`src/rtl/serv_mem_if_par_if.sv`:
```
// Data-bus bundle between serv_mem_if_par (master) and the memory/interconnect (slave).
interface serv_mem_if_par_if;
   logic [31:0] o_wb_adr;
   logic [31:0] o_wb_dat;
   logic [3:0]  o_wb_sel;
   logic        o_wb_we;
   logic        o_wb_cyc;
   logic [31:0] i_wb_rdt;
   logic        i_wb_ack;
   logic        i_wb_err;

   modport master (
      output o_wb_adr, o_wb_dat, o_wb_sel, o_wb_we, o_wb_cyc,
      input  i_wb_rdt, i_wb_ack, i_wb_err
   );

   modport slave (
      input  o_wb_adr, o_wb_dat, o_wb_sel, o_wb_we, o_wb_cyc,
      output i_wb_rdt, i_wb_ack, i_wb_err
   );
endinterface

```
`src/rtl/serv_mem_if_par.sv`:
```
// W-bit serial load/store unit: o_wb_cyc rises the cycle after the last init beat and holds until ack, err or timeout.
// The serial side never stalls; load data is replayed from the data register during the execute phase.
module serv_mem_if_par #(
   parameter int W       = 1,
   parameter int TIMEOUT = 0
) (
   input  logic              i_clk,
   input  logic              i_rst_n,
   input  logic              i_en,
   input  logic              i_init,
   input  logic              i_cmd,
   input  logic [2:0]        i_funct3,
   input  logic [W-1:0]      i_rs1,
   input  logic [W-1:0]      i_rs2,
   input  logic [W-1:0]      i_imm,
   input  logic              i_trap,
   output logic [W-1:0]      o_rd,
   output logic              o_misalign,
   output logic              o_err,
   output logic              o_busy,
   serv_mem_if_par_if.master wb
);
   localparam int LW = $clog2(W);
   localparam int CW = 5 - LW;
   localparam int SW = 3 - LW;

   typedef enum logic [1:0] {IDLE, INIT, REQ, DONE} state_t;

   state_t        state_q;
   logic [CW-1:0] cnt_q, cnt_d;
   logic          carry_q, carry_d;
   logic [31:0]   adr_q, adr_d;
   logic [31:0]   dat_q, dat_d;
   logic          cyc_q, err_q, mis_q, sign_q;
   logic [7:0]    tmo_q;

   logic [W:0]    sum;
   logic          init_beat, init_last, exec, mis_d, tmo_hit, ld_ack;
   logic          is_word, is_half, valid;
   logic [1:0]    bytepos, byte_idx, lane;
   logic [SW-1:0] sub;
   logic [4:0]    bit_off;
   logic [W-1:0]  chunk;
   logic [3:0]    sel;

   assign is_word   = i_funct3[1];
   assign is_half   = (i_funct3[1:0] == 2'b01);
   assign init_beat = i_en & i_init;
   assign init_last = init_beat & (cnt_q == {CW{1'b1}});
   assign exec      = i_en & ~i_init;
   assign tmo_hit   = (TIMEOUT != 0) && (tmo_q == 8'(TIMEOUT - 1));
   assign ld_ack    = cyc_q & wb.i_wb_ack & ~wb.i_wb_err & ~i_cmd;

   always_comb begin
      cnt_d   = i_en ? cnt_q + 1'b1 : '0;
      sum     = {1'b0, i_rs1} + {1'b0, i_imm} + {{W{1'b0}}, carry_q};
      carry_d = i_en & sum[W];
      adr_d   = adr_q;
      if (init_beat)
         adr_d = {sum[W-1:0], adr_q[31:W]};
      // At the last init beat adr_d already holds the complete address.
      mis_d = (is_half & adr_d[0]) | (is_word & (|adr_d[1:0]));
   end

   // One register carries store data out and load data back; an aborted or reset cycle never loads it.
   always_comb begin
      dat_d = dat_q;
      if (init_beat & i_cmd)
         dat_d = {i_rs2, dat_q[31:W]};
      else if (ld_ack & i_rst_n)
         dat_d = wb.i_wb_rdt;
   end

   assign bytepos  = adr_q[1:0];
   assign byte_idx = cnt_q[CW-1 -: 2];
   assign sub      = cnt_q[SW-1:0];
   assign lane     = bytepos + byte_idx;
   assign bit_off  = {lane, 3'b000} + (5'(sub) << LW);
   assign chunk    = W'(dat_q >> bit_off);
   assign valid    = is_word | (is_half & ~byte_idx[1]) | (byte_idx == 2'b00);

   always_comb begin
      o_rd = '0;
      if (exec)
         o_rd = valid ? chunk : {W{~i_funct3[2] & sign_q}};
   end

   always_comb begin
      if (is_word)
         sel = 4'b1111;
      else if (is_half)
         sel = {bytepos[1], bytepos[1], ~bytepos[1], ~bytepos[1]};
      else
         sel = 4'b0001 << bytepos;
   end

   assign wb.o_wb_adr = {adr_q[31:2], 2'b00};
   assign wb.o_wb_dat = is_word ? dat_q : is_half ? {2{dat_q[15:0]}} : {4{dat_q[7:0]}};
   assign wb.o_wb_sel = sel;
   assign wb.o_wb_we  = i_cmd;
   assign wb.o_wb_cyc = cyc_q;
   assign o_busy      = cyc_q;
   assign o_err       = err_q;
   assign o_misalign  = mis_q;

   always_ff @(posedge i_clk) begin
      if (!i_rst_n) begin
         state_q <= IDLE;
         cnt_q   <= '0;
         carry_q <= 1'b0;
         cyc_q   <= 1'b0;
         err_q   <= 1'b0;
         mis_q   <= 1'b0;
         sign_q  <= 1'b0;
         tmo_q   <= '0;
      end else begin
         cnt_q   <= cnt_d;
         carry_q <= carry_d;
         err_q   <= 1'b0;
         if (init_last)
            mis_q <= mis_d;
         if (exec & valid)
            sign_q <= chunk[W-1];
         case (state_q)
            IDLE: if (init_beat) state_q <= INIT;
            INIT: begin
               if (init_last) begin
                  if (!i_trap && !mis_d) begin
                     state_q <= REQ;
                     cyc_q   <= 1'b1;
                     tmo_q   <= '0;
                  end else begin
                     state_q <= IDLE;
                  end
               end
            end
            REQ: begin
               tmo_q <= tmo_q + 8'd1;
               // Error beats a simultaneous ack; a late ack still beats the timeout.
               if (wb.i_wb_err) begin
                  state_q <= IDLE;
                  cyc_q   <= 1'b0;
                  err_q   <= 1'b1;
               end else if (wb.i_wb_ack) begin
                  state_q <= DONE;
                  cyc_q   <= 1'b0;
               end else if (tmo_hit) begin
                  state_q <= IDLE;
                  cyc_q   <= 1'b0;
                  err_q   <= 1'b1;
               end
            end
            DONE: if (init_beat) state_q <= IDLE;
            default: state_q <= IDLE;
         endcase
      end
   end

   always_ff @(posedge i_clk) begin
      adr_q <= adr_d;
      dat_q <= dat_d;
   end
endmodule

```
`src/flat_wrapper.sv`:
```
// flat-port wrapper written by rule: the top's interface ports become plain ports
module serv_mem_if_par_flat 
#(
   parameter int W       = 1,
   parameter int TIMEOUT = 0
)
  (i_clk, i_rst_n, i_en, i_init, i_cmd, i_funct3, i_rs1, i_rs2, i_imm, i_trap, o_rd, o_misalign, o_err, o_busy, wb_o_wb_adr, wb_o_wb_dat, wb_o_wb_sel, wb_o_wb_we, wb_o_wb_cyc, wb_i_wb_rdt, wb_i_wb_ack, wb_i_wb_err);
  serv_mem_if_par_if wb_i ();
  input  logic i_clk;
  input  logic i_rst_n;
  input  logic i_en;
  input  logic i_init;
  input  logic i_cmd;
  input  logic [2:0] i_funct3;
  input  logic [W-1:0] i_rs1;
  input  logic [W-1:0] i_rs2;
  input  logic [W-1:0] i_imm;
  input  logic i_trap;
  output logic [W-1:0] o_rd;
  output logic o_misalign;
  output logic o_err;
  output logic o_busy;
  output wire logic [$bits(wb_i.o_wb_adr)-1:0] wb_o_wb_adr;
  output wire logic [$bits(wb_i.o_wb_dat)-1:0] wb_o_wb_dat;
  output wire logic [$bits(wb_i.o_wb_sel)-1:0] wb_o_wb_sel;
  output wire logic [$bits(wb_i.o_wb_we)-1:0] wb_o_wb_we;
  output wire logic [$bits(wb_i.o_wb_cyc)-1:0] wb_o_wb_cyc;
  input wire logic [$bits(wb_i.i_wb_rdt)-1:0] wb_i_wb_rdt;
  input wire logic [$bits(wb_i.i_wb_ack)-1:0] wb_i_wb_ack;
  input wire logic [$bits(wb_i.i_wb_err)-1:0] wb_i_wb_err;
  assign wb_o_wb_adr = wb_i.o_wb_adr;
  assign wb_o_wb_dat = wb_i.o_wb_dat;
  assign wb_o_wb_sel = wb_i.o_wb_sel;
  assign wb_o_wb_we = wb_i.o_wb_we;
  assign wb_o_wb_cyc = wb_i.o_wb_cyc;
  assign wb_i.i_wb_rdt = wb_i_wb_rdt;
  assign wb_i.i_wb_ack = wb_i_wb_ack;
  assign wb_i.i_wb_err = wb_i_wb_err;
  serv_mem_if_par #(.W(W), .TIMEOUT(TIMEOUT)) u_core (.i_clk(i_clk), .i_rst_n(i_rst_n), .i_en(i_en), .i_init(i_init), .i_cmd(i_cmd), .i_funct3(i_funct3), .i_rs1(i_rs1), .i_rs2(i_rs2), .i_imm(i_imm), .i_trap(i_trap), .o_rd(o_rd), .o_misalign(o_misalign), .o_err(o_err), .o_busy(o_busy), .wb(wb_i));
endmodule
```
`config.mk`:
```
export PLATFORM = sky130hd
export DESIGN_NAME = serv_mem_if_par_flat
export DESIGN_NICKNAME = d
export VERILOG_FILES = /design/src/rtl/serv_mem_if_par_if.sv /design/src/rtl/serv_mem_if_par.sv /design/src/flat_wrapper.sv
export SDC_FILE = /design/constraint.sdc
export NUM_CORES = 1
export LEC_CHECK = 0
export ABC_AREA = 1
export BUFFER_PORTS_ARGS = -buffer_cell sky130_fd_sc_hd__buf_2
export CORE_ASPECT_RATIO = 0.9
export CORE_MARGIN = 2
export CORE_UTILIZATION = 47
export DETAILED_ROUTE_END_ITERATION = 16
export PLACE_DENSITY = 0.77
export SYNTH_ARGS = -nofsm -noshare
export SYNTH_HDL_FRONTEND = slang
export SYNTH_SLANG_ARGS = --single-unit
```
`constraint.sdc`:
```
create_clock -name i_clk -period 3.9 [get_ports i_clk]
set_input_delay 0 -clock i_clk [delete_from_list [all_inputs] [get_ports i_clk]]
set_output_delay 0 -clock i_clk [all_outputs]
set_load 0.02 [all_outputs]
```
# Word-level counts from Yosys, hierarchy flattened
# Cells that the tools add are included.
dict set report totals {
  regBits 76
  inputBits 46
  output_inout_bits 74
  elab_cells 84
}
dict set report op_classes {
  addsub 5
  n_eq_ne 10
  n_shift 2
  mux 22
  bitwise 23
  reduce_logical 12
}
# cell count
set ops {}
lappend ops {{32-bit two-way mux} 4}
lappend ops {{32-bit by 5-bit >> shifter with 1-bit output} 1}
lappend ops {{1-bit AND} 14}
lappend ops {{2-bit two-way mux} 7}
lappend ops {{4-bit two-way mux} 2}
lappend ops {{2-bit by 1-bit != test with 1-bit output (second input constant)} 4}
lappend ops {{2-bit case mux with 4 select lines} 1}
lappend ops {{4-bit AND reduction} 2}
lappend ops {{1-bit two-way mux} 7}
lappend ops {{1-bit inverter} 6}
lappend ops {{5-bit by 1-bit adder with 5-bit output (second input constant)} 1}
lappend ops {{5-bit by 3-bit adder with 5-bit output} 1}
lappend ops {{5-bit equality test (second input constant)} 1}
lappend ops {{2-bit by 1-bit equality test with 1-bit output (second input constant)} 2}
lappend ops {{2-bit equality test (second input constant)} 2}
lappend ops {{2-bit zero test} 2}
lappend ops {{2-bit AND reduction} 2}
lappend ops {{2-bit nonzero test} 2}
lappend ops {{1-bit by 2-bit left shift with 4-bit output (first input constant)} 1}
lappend ops {{3-bit != test (second input constant)} 1}
lappend ops {{1-bit bitwise OR} 3}
lappend ops {{1-bit by 1-bit adder with 2-bit output} 1}
lappend ops {{2-bit by 1-bit adder with 2-bit output} 1}
lappend ops {{2-bit adder} 1}
lappend ops {{other kinds (4)} 5}

# Logic depth before layout (Yosys ltp)
# Gate-level depths: netlist (run 1).
dict set report depth {
  ltp_word 10
  depth_mapped 11
}

# Worst setup path after synthesis (run 1)
# Ideal clock, no wire load.
dict set report synth_path {
  path_kind {register to register}
  from {register u_core.cyc_q (netlist: u_core.o_busy)}
  to {register u_core.dat_q[0], enable pin}
  arrival_ps 3858
  slack_ps -469
  stages_incl_launch_ff 3
  path_buffers 0
  synth_period_minus_slack_ps 4369
  path_cell_list {dfxtp_1 -> nand2_1 -> o41ai_1}
}
dict set report synth_via {
  elab_chain_len 5
}
# item line_no
set synth_rtl {}
lappend synth_rtl {{from (decl)} serv_mem_if_par.sv:34} ;# logic cyc_q, err_q, mis_q, sign_q;
lappend synth_rtl {{from (signal assigned)} serv_mem_if_par.sv:111} ;# cyc_q <= 1'b0;
lappend synth_rtl {{from (signal assigned)} serv_mem_if_par.sv:130} ;# cyc_q <= 1'b1;
lappend synth_rtl {{from (signal assigned)} serv_mem_if_par.sv:142} ;# cyc_q <= 1'b0;
lappend synth_rtl {{1-bit AND (3 in a row)} serv_mem_if_par.sv:52} ;# assign ld_ack = cyc_q & wb.i_wb_ack & ~wb.i_wb_err & ~i_cmd;
lappend synth_rtl {{1-bit AND} serv_mem_if_par.sv:70} ;# else if (ld_ack & i_rst_n)
lappend synth_rtl {{2-bit nonzero test (no line)} n/a}
lappend synth_rtl {{to (signal assigned)} serv_mem_if_par.sv:161} ;# dat_q <= dat_d;
lappend synth_rtl {{to (decl)} serv_mem_if_par.sv:33} ;# logic [31:0] dat_q, dat_d;
# Every way passes these cells.
# A chain may end at the register's enable or synchronous reset.

# Final worst setup path (run 1)
dict set report layout_path {
  from {register u_core.cnt_q[0]}
  to {register u_core.state_q[1]}
}
dict set report layout_via {
  elab_chain_len 4
}
# item line_no
set layout_rtl {}
lappend layout_rtl {{from (decl)} serv_mem_if_par.sv:30} ;# logic [CW-1:0] cnt_q, cnt_d;
lappend layout_rtl {{from (signal assigned)} serv_mem_if_par.sv:117} ;# cnt_q <= cnt_d;
lappend layout_rtl {{5-bit equality test} serv_mem_if_par.sv:49} ;# assign init_last = init_beat & (cnt_q == {CW{1'b1}});
lappend layout_rtl {{1-bit AND} serv_mem_if_par.sv:49}
lappend layout_rtl {{2-bit by 1-bit != test with 1-bit output (no line)} n/a}
lappend layout_rtl {{4-bit AND reduction (no line)} n/a}
lappend layout_rtl {{to (signal assigned)} serv_mem_if_par.sv:108} ;# state_q <= IDLE;
lappend layout_rtl {{to (signal assigned)} serv_mem_if_par.sv:125} ;# IDLE: if (init_beat) state_q <= INIT;
lappend layout_rtl {{to (signal assigned)} serv_mem_if_par.sv:129} ;# state_q <= REQ;
lappend layout_rtl {{to (decl)} serv_mem_if_par.sv:29} ;# state_t state_q;
# Every way passes these cells.

==> impl_metrics.env, run 1 <==
export IMPL_clk_transition_reported_paths_ns=0.09
export IMPL_synth_top_cells_by_area="edfxtp_1 48%, nand2_1 8.3%, o21ai_0 8.3%, buf_4 8.2%, dfxtp_1 7.2%"
export IMPL_syn_inst=430
export IMPL_vias=3309
export IMPL_hold_start="i_init"
export IMPL_crit_top_cell="nand2_1"
export IMPL_drt_antenna_violating_nets=0
export IMPL_grt_pass1_vias=3199
export IMPL_cts_sinks=76
export IMPL_fmax_mhz=373.2
export IMPL_row_count=31
export IMPL_worstPathRequired_ns=4.20
export IMPL_worst_path_largest_cell_delay_ns=0.80
export IMPL_hpwl_um=6805
export IMPL_drtIter0Drc=205
export IMPL_fin_crit_ns=2.679
export IMPL_r2r_start="u_core.cnt_q[0]"
export IMPL_fin_crit_sh_pct=68.70
export IMPL_root_buffer="clkbuf_8"
export IMPL_relSlewSlack_pct=47.31
export IMPL_r2r_end="u_core.state_q[1]"
export IMPL_clock_path_buffers=2
export IMPL_synth_main_ff_cell="edfxtp_1"
export IMPL_grt_overflow=0
export IMPL_syn_to_final_growth_pct=23.07
export IMPL_start_kind="flop"
export IMPL_yosys_area_top_type="edfxtp_1"
export IMPL_post_cts_setup_buffers=0
export IMPL_tns_ns=0
export IMPL_path_class="reg -> reg"
export IMPL_yosys_top_cells_count="87 x nand2_1, 65 x o21ai_0, 62 x edfxtp_1"
export IMPL_die_area_sq_mm=0.009077
export IMPL_hold_path_end="u_core.adr_q[0]"
export IMPL_routed_wl_um=9753
export IMPL_path_max_fanout=22
export IMPL_pre_cts_slack_ns=1.732
export IMPL_drv_slew=0
export IMPL_synth_area_sq_mm=0.003915
export IMPL_core_sq_mm=0.008068
export IMPL_r2r_slack_ns=1.22
export IMPL_p_leak_nw=2.201
export IMPL_io_buffer_count=117
export IMPL_drive_gt1_share_pct=26.42
export IMPL_postCtsHoldBufs=37
export IMPL_yosysTopAreaCellShare_pct=47.56
export IMPL_yosysWarningCount=0
export IMPL_p_per_area_mw_per_mm2=383.6
export IMPL_synth_cell_type_count=32
export IMPL_die_w_um=100.2
export IMPL_worst_path_max_delay_cell="dfxtp_1"
export IMPL_arrival_ns=2.98
export IMPL_fin_ws_ns=1.221
export IMPL_grtUsageTotal_pct=21.23
export IMPL_grt_pass1_wl_um=15120
export IMPL_fin_util_pct=59.72
export IMPL_worst_pin_slew_ns=0.7895
export IMPL_clk_latency_ns=0.35
export IMPL_min_path_type="in -> reg"
export IMPL_rsz0062_at_grt="false"
export IMPL_path_cells="ha_1 -> nand2_1 -> nor2_1 -> ha_1 -> nand2_2 -> nand2_1 -> nand2_1 -> a21oi_2 -> o21ai_0 -> a31oi_1 -> dlygate4sd3_1"
export IMPL_start_util_pct=48.53
export IMPL_ys_seq_area_share_pct=54.71
export IMPL_synth_ff_latch_count=76
export IMPL_cap_violations=0
export IMPL_ios=120
export IMPL_ir_drop_mv=0.1456
export IMPL_fin_nets=590
export IMPL_h_tree_depth=3
export IMPL_die_h_um=90.59
export IMPL_grt_max_degree=36
export IMPL_min_path_cells=3
export IMPL_firstDrtPassIters=6
export IMPL_cts_resized_gates=0
export IMPL_tritoncts="built"
export IMPL_outcome="complete, no violations"
export IMPL_reg2reg_depth=11
export IMPL_skew_ns=0.01144
export IMPL_end_kind="flop"
export IMPL_gp_congestion=0.9093
export IMPL_cts_buffers=9
export IMPL_wl_per_cell_um=15.14
export IMPL_synth_most_common_cell="nand2_1"
export IMPL_synth_avg_cell_area_sq_um=9.105
export IMPL_antenna_found_initial=0
export IMPL_diodes=0
export IMPL_setup_viol=0
export IMPL_drc_errors=0
export IMPL_vias_per_cell=5.138
export IMPL_synth_edf_count=62
export IMPL_final_hold_viol_count=0
export IMPL_async_flop_share_pct=0
[logic make-up (layout without fill, tap and decap cells)]
| logic type | after synthesis | after routing | share of synthesized area, % |
|---|---|---|---|
| compound gates | 83 | 83 | 11.51 |
| xor+xnor | 2 | 2 | 0.4475 |
| fa+ha+maj | 4 | 4 | 1.470 |
| buf+inv | 115 | 229 | 15.69 |
| flops | 76 | 76 | 54.71 |
| mux | 1 | 1 | 0.2876 |
| other cells | 1 | 2 | 0.09579 |
| simple gates | 148 | 148 | 15.79 |
[final cells by class]
type,count,area (sq um)
Multi-Input combinational cell,240,1181
Clock buffer,9,123.9
Fill cell,689,3249
Clock inverter,7,57.56
Inverter,57,219.0
Sequential cell,76,2142
Tap cell,99,123.9
Timing Repair Buffer,156,970.9
[cells in the final DEF, fill, tap and decap left out, types with 3 or more instances in the layout]
| cell type | instances |
|---|---|
| nor2_1 | 21 |
| buf_2 | 117 |
| dlygate4sd3_1 | 37 |
| o21ai_0 | 65 |
| nand2_1 | 87 |
| nand2_2 | 3 |
| a21oi_1 | 3 |
| o221ai_1 | 3 |
| ha_1 | 3 |
| inv_1 | 55 |
| clkbuf_8 | 9 |
| dfxtp_1 | 14 |
| nand3_1 | 33 |
| edfxtp_1 | 62 |
[worst max-delay path by stage]
stage | startpoint | endpoint | cells after the start
2_1_floorplan | u_core.o_busy | u_core.dat_q[0] | 2
3_3_place_gp | u_core.cnt_q[0] | u_core.state_q[0] | 11
3_5_place_dp | u_core.cnt_q[0] | u_core.state_q[0] | 11
4_1_cts | u_core.cnt_q[0] | u_core.state_q[1] | 11
5_1_grt | u_core.cnt_q[0] | u_core.state_q[1] | 11
6_report | u_core.cnt_q[0] | u_core.state_q[1] | 11
[registers in the layout, indices dropped and copies added (netlist names)]
signal             flops
u_core.state_q         2
u_core.o_busy          1
u_core.o_err           1
u_core.cnt_q           5
u_core.dat_q          32
u_core.carry_q         1
u_core.adr_q          32
u_core.o_misalign      1
u_core.sign_q          1
[power breakdown]
| part | switching (W) | leakage (nW) | internal, W |
|---|---|---|---|
| sequential | 0.0000290 | 0.691 | 0.000923 |
| clock | 0.000318 | 0.0881 | 0.000240 |
| combinational | 0.000211 | 1.42 | 0.000128 |
| total | 0.000558 | 2.20 | 0.00129 |
[layer usage]
layer,vias to the layer above,part of all wire [%],GRT usage (%)
met2,141,47,34.34
met5,-,0,0
met3,26,6.4,3.019
met4,0,2.7,9.475
li1,1602,-,-
met1,1540,44,28.32
[critical path, delay by kind of cell, from the launching register on]
kind / cells / cell delay (ns)
flip-flops: 1 / 0.80
buffers and inverters: 1 / 0.56
AO/OA/AOI/OAI: 3 / 0.41
AND/OR/NAND/NOR: 5 / 0.42
adder cells (fa/ha/maj): 2 / 0.44
[metrics by stage]
step                      hold slack, ns  instance area (sq um)  instances  total power (W)
after floorplan                   0.1126                   3926        431         0.001186
after global placement            0.2790                   4267        591         0.001260
after detailed placement          0.2858                   4267        591         0.001271
after CTS                        0.02297                   4818        644         0.001852
after global routing             0.03604                   4818        644         0.001923
final                            0.02469                   4818        644         0.001848
(Power assumes the default switching activity.)
==> inputs of run 2 (changes only) <==
==> constraint.sdc (replaced) <==
create_clock -name i_clk -period 2.4 [get_ports i_clk]
set_input_delay 0 -clock i_clk [delete_from_list [all_inputs] [get_ports i_clk]]
set_output_delay 0 -clock i_clk [all_outputs]
set_load 0.02 [all_outputs]
==> run 2 against run 1 <==
Final cell count shrank 0.16%. Utilization grew 0.33 points. Non-clock buffer count is the same. Register-to-register slack lost 0.74 ns. Final area grew 0.55%. Setup slack lost 0.78 ns. Flip-flop and latch count is the same. Via count shrank 0.63%. Critical path type is now reg -> out. Clock skew shrank 0.0013 ns. Sequential share of layout area shrank 0.24 points. Combinational power grew 63%. Clock-buffer cell count grew 1.
==> impl_metrics.env, run 2 (synthesized netlist as in run 1, its figures left out) <==
export IMPL_outcome="complete, no violations"
export IMPL_p_leak_nw=2.217
export IMPL_core_sq_mm=0.008068
export IMPL_tritoncts="built"
export IMPL_seq_area_sq_mm=0.002142
export IMPL_fin_crit_ns=1.964
export IMPL_grt_overflow=0
export IMPL_tns_ns=0
export IMPL_start_util_pct=48.53
export IMPL_clk_transition_reported_paths_ns=0.08
export IMPL_crit_family="flip-flops"
export IMPL_crit_buf_inv=2
export IMPL_pwr_share_comb_pct=18.0
export IMPL_hpwl_um=6670
export IMPL_antenna_found_initial=0
export IMPL_min_path_cells=3
export IMPL_p_int_w=0.002212
export IMPL_routed_wl_um=9559
export IMPL_h_tree_depth=3
export IMPL_firstDrtPassIters=5
export IMPL_row_count=31
export IMPL_fin_crit_sh_pct=81.83
export IMPL_totalPowerFinal_w=0.003074
export IMPL_worst_pin_slew_ns=0.7626
export IMPL_post_cts_setup_buffers=0
export IMPL_fmax_mhz=509.2
export IMPL_cap_violations=0
export IMPL_path_max_fanout=12
export IMPL_multiInputGateArea_sq_mm=0.001181
export IMPL_end_kind="output port"
export IMPL_worstPathRequired_ns=2.40
export IMPL_cts_sinks=76
export IMPL_vias_per_cell=5.114
export IMPL_layout_common_cells="117 x buf_2, 87 x nand2_1, 65 x o21ai_0"
export IMPL_setup_viol=0
export IMPL_path_class="reg -> out"
export IMPL_drt_antenna_violating_nets=0
export IMPL_die_h_um=90.59
export IMPL_drv_slew=0
export IMPL_fin_nets=590
export IMPL_worst_path_max_delay_cell="dfxtp_1"
export IMPL_rsz0062_at_grt="false"
export IMPL_final_common_cell="buf_2"
export IMPL_syn_to_final_growth_pct=23.75
export IMPL_p_sw_share_pct=28.05
export IMPL_root_buffer="clkbuf_8"
export IMPL_worst_path_largest_cell_delay_ns=0.56
export IMPL_clock_path_buffers=2
export IMPL_clk_latency_ns=0.34
export IMPL_arrival_ns=1.96
export IMPL_relSlewSlack_pct=49.10
export IMPL_drc_errors=0
export IMPL_reg2reg_depth=11
export IMPL_crit_top_cell="nand3_1"
export IMPL_grt_max_degree=64
export IMPL_ios=120
export IMPL_drtIter0Drc=329
export IMPL_grt_pass1_vias=3111
export IMPL_start_kind="flop"
export IMPL_cts_buffers=9
export IMPL_grtUsageTotal_pct=21.11
export IMPL_path_depth=9
export IMPL_drive_gt1_share_pct=26.47
export IMPL_io_buffer_count=117
export IMPL_wl_per_cell_um=14.87
export IMPL_diodes=0
export IMPL_p_per_area_mw_per_mm2=634.6
export IMPL_pwr_share_clk_pct=32.0
export IMPL_nFillCells=701
export IMPL_ir_drop_mv=0.3156
export IMPL_switchingPower_w=0.0008623
export IMPL_final_hold_viol_count=0
export IMPL_grt_pass1_wl_um=15020
export IMPL_vias=3288
export IMPL_die_area_sq_mm=0.009077
export IMPL_top_regs="u_core.adr_q x32, u_core.dat_q x32, u_core.cnt_q x5"
export IMPL_gp_congestion=0.9224
export IMPL_die_w_um=100.2
export IMPL_min_path_type="in -> reg"
export IMPL_skew_ns=0.01017
export IMPL_path_cells="inv_1 -> nand3_1 -> nand3_1 -> nand2_1 -> nand2_1 -> nand3_1 -> nand3_1 -> o21ai_0 -> buf_2"
export IMPL_sequentialPowerShare_pct=50.0
==> run 2: final timing paths <==
path	start	slack, ns	endpoint
max	u_core.cnt_q[1]	0.44	o_rd
min	i_init	0.04	u_core.adr_q[0]
max reg2reg	u_core.cnt_q[1]	0.48	u_core.state_q[0]
min reg2reg	u_core.adr_q[10]	0.45	u_core.adr_q[9]
==> run 2: layout make-up <==
class	instances	share of cell area (%)
timing repair buffer	156	20.25
sequential	76	44.21
clock buffer	10	2.841
multi-input combinational	240	24.38
tap	99	2.557
inverter	57	4.520
clock inverter	5	1.240
==> run 2: per-stage QoR <==
step / cells / worst slack (ns) / util, % / instance area [sq um] / hold WS (ns)
2_1_floorplan: 431 / 0.2661 / - / 3938 / 0.1126
3_3_place_gp: 592 / 0.5902 / 53.13 / 4287 / 0.2809
3_5_place_dp: 592 / 0.5044 / 53.13 / 4287 / 0.2825
4_1_cts: 643 / 0.4526 / 60.05 / 4845 / 0.01995
5_1_grt: 643 / 0.2387 / 60.05 / 4845 / 0.07023
6_report: 643 / 0.4362 / 60.05 / 4845 / 0.04486
==> run 2: worst register-to-register path: cells and delay by family (launching register included) <==
family | cells | cell delay [ns]
compound gates | 3 | 0.38
fa+ha+maj | 2 | 0.41
flops | 1 | 0.56
simple gates | 6 | 0.46
==> run 2: power by group through the flow <==
stage	Clock, W	Sequential, W	Combinational, W
6_report	0.000985	0.00154	0.000552
5_1_grt	0.00105	0.00155	0.000610
4_1_cts	0.00101	0.00154	0.000547
3_5_place_dp	0	0.00157	0.000500
3_3_place_gp	0	0.00156	0.000483
2_1_floorplan	0	0.00156	0.000366
==> run 2: per-layer routing <==
layer	vias to the layer above	GRT usage (%)	share of wire, %
met5	-	0	0
met4	0	6.507	1.7
met3	18	4.334	7.9
met2	167	33.50	47
met1	1507	29.14	44
li1	1596	-	-
==> run 2: repair_timing <==
action / CTS / global route
hold buffers: 36 / 0
resized for setup: 0 / 0
hold endpoints to repair: 37 / 0
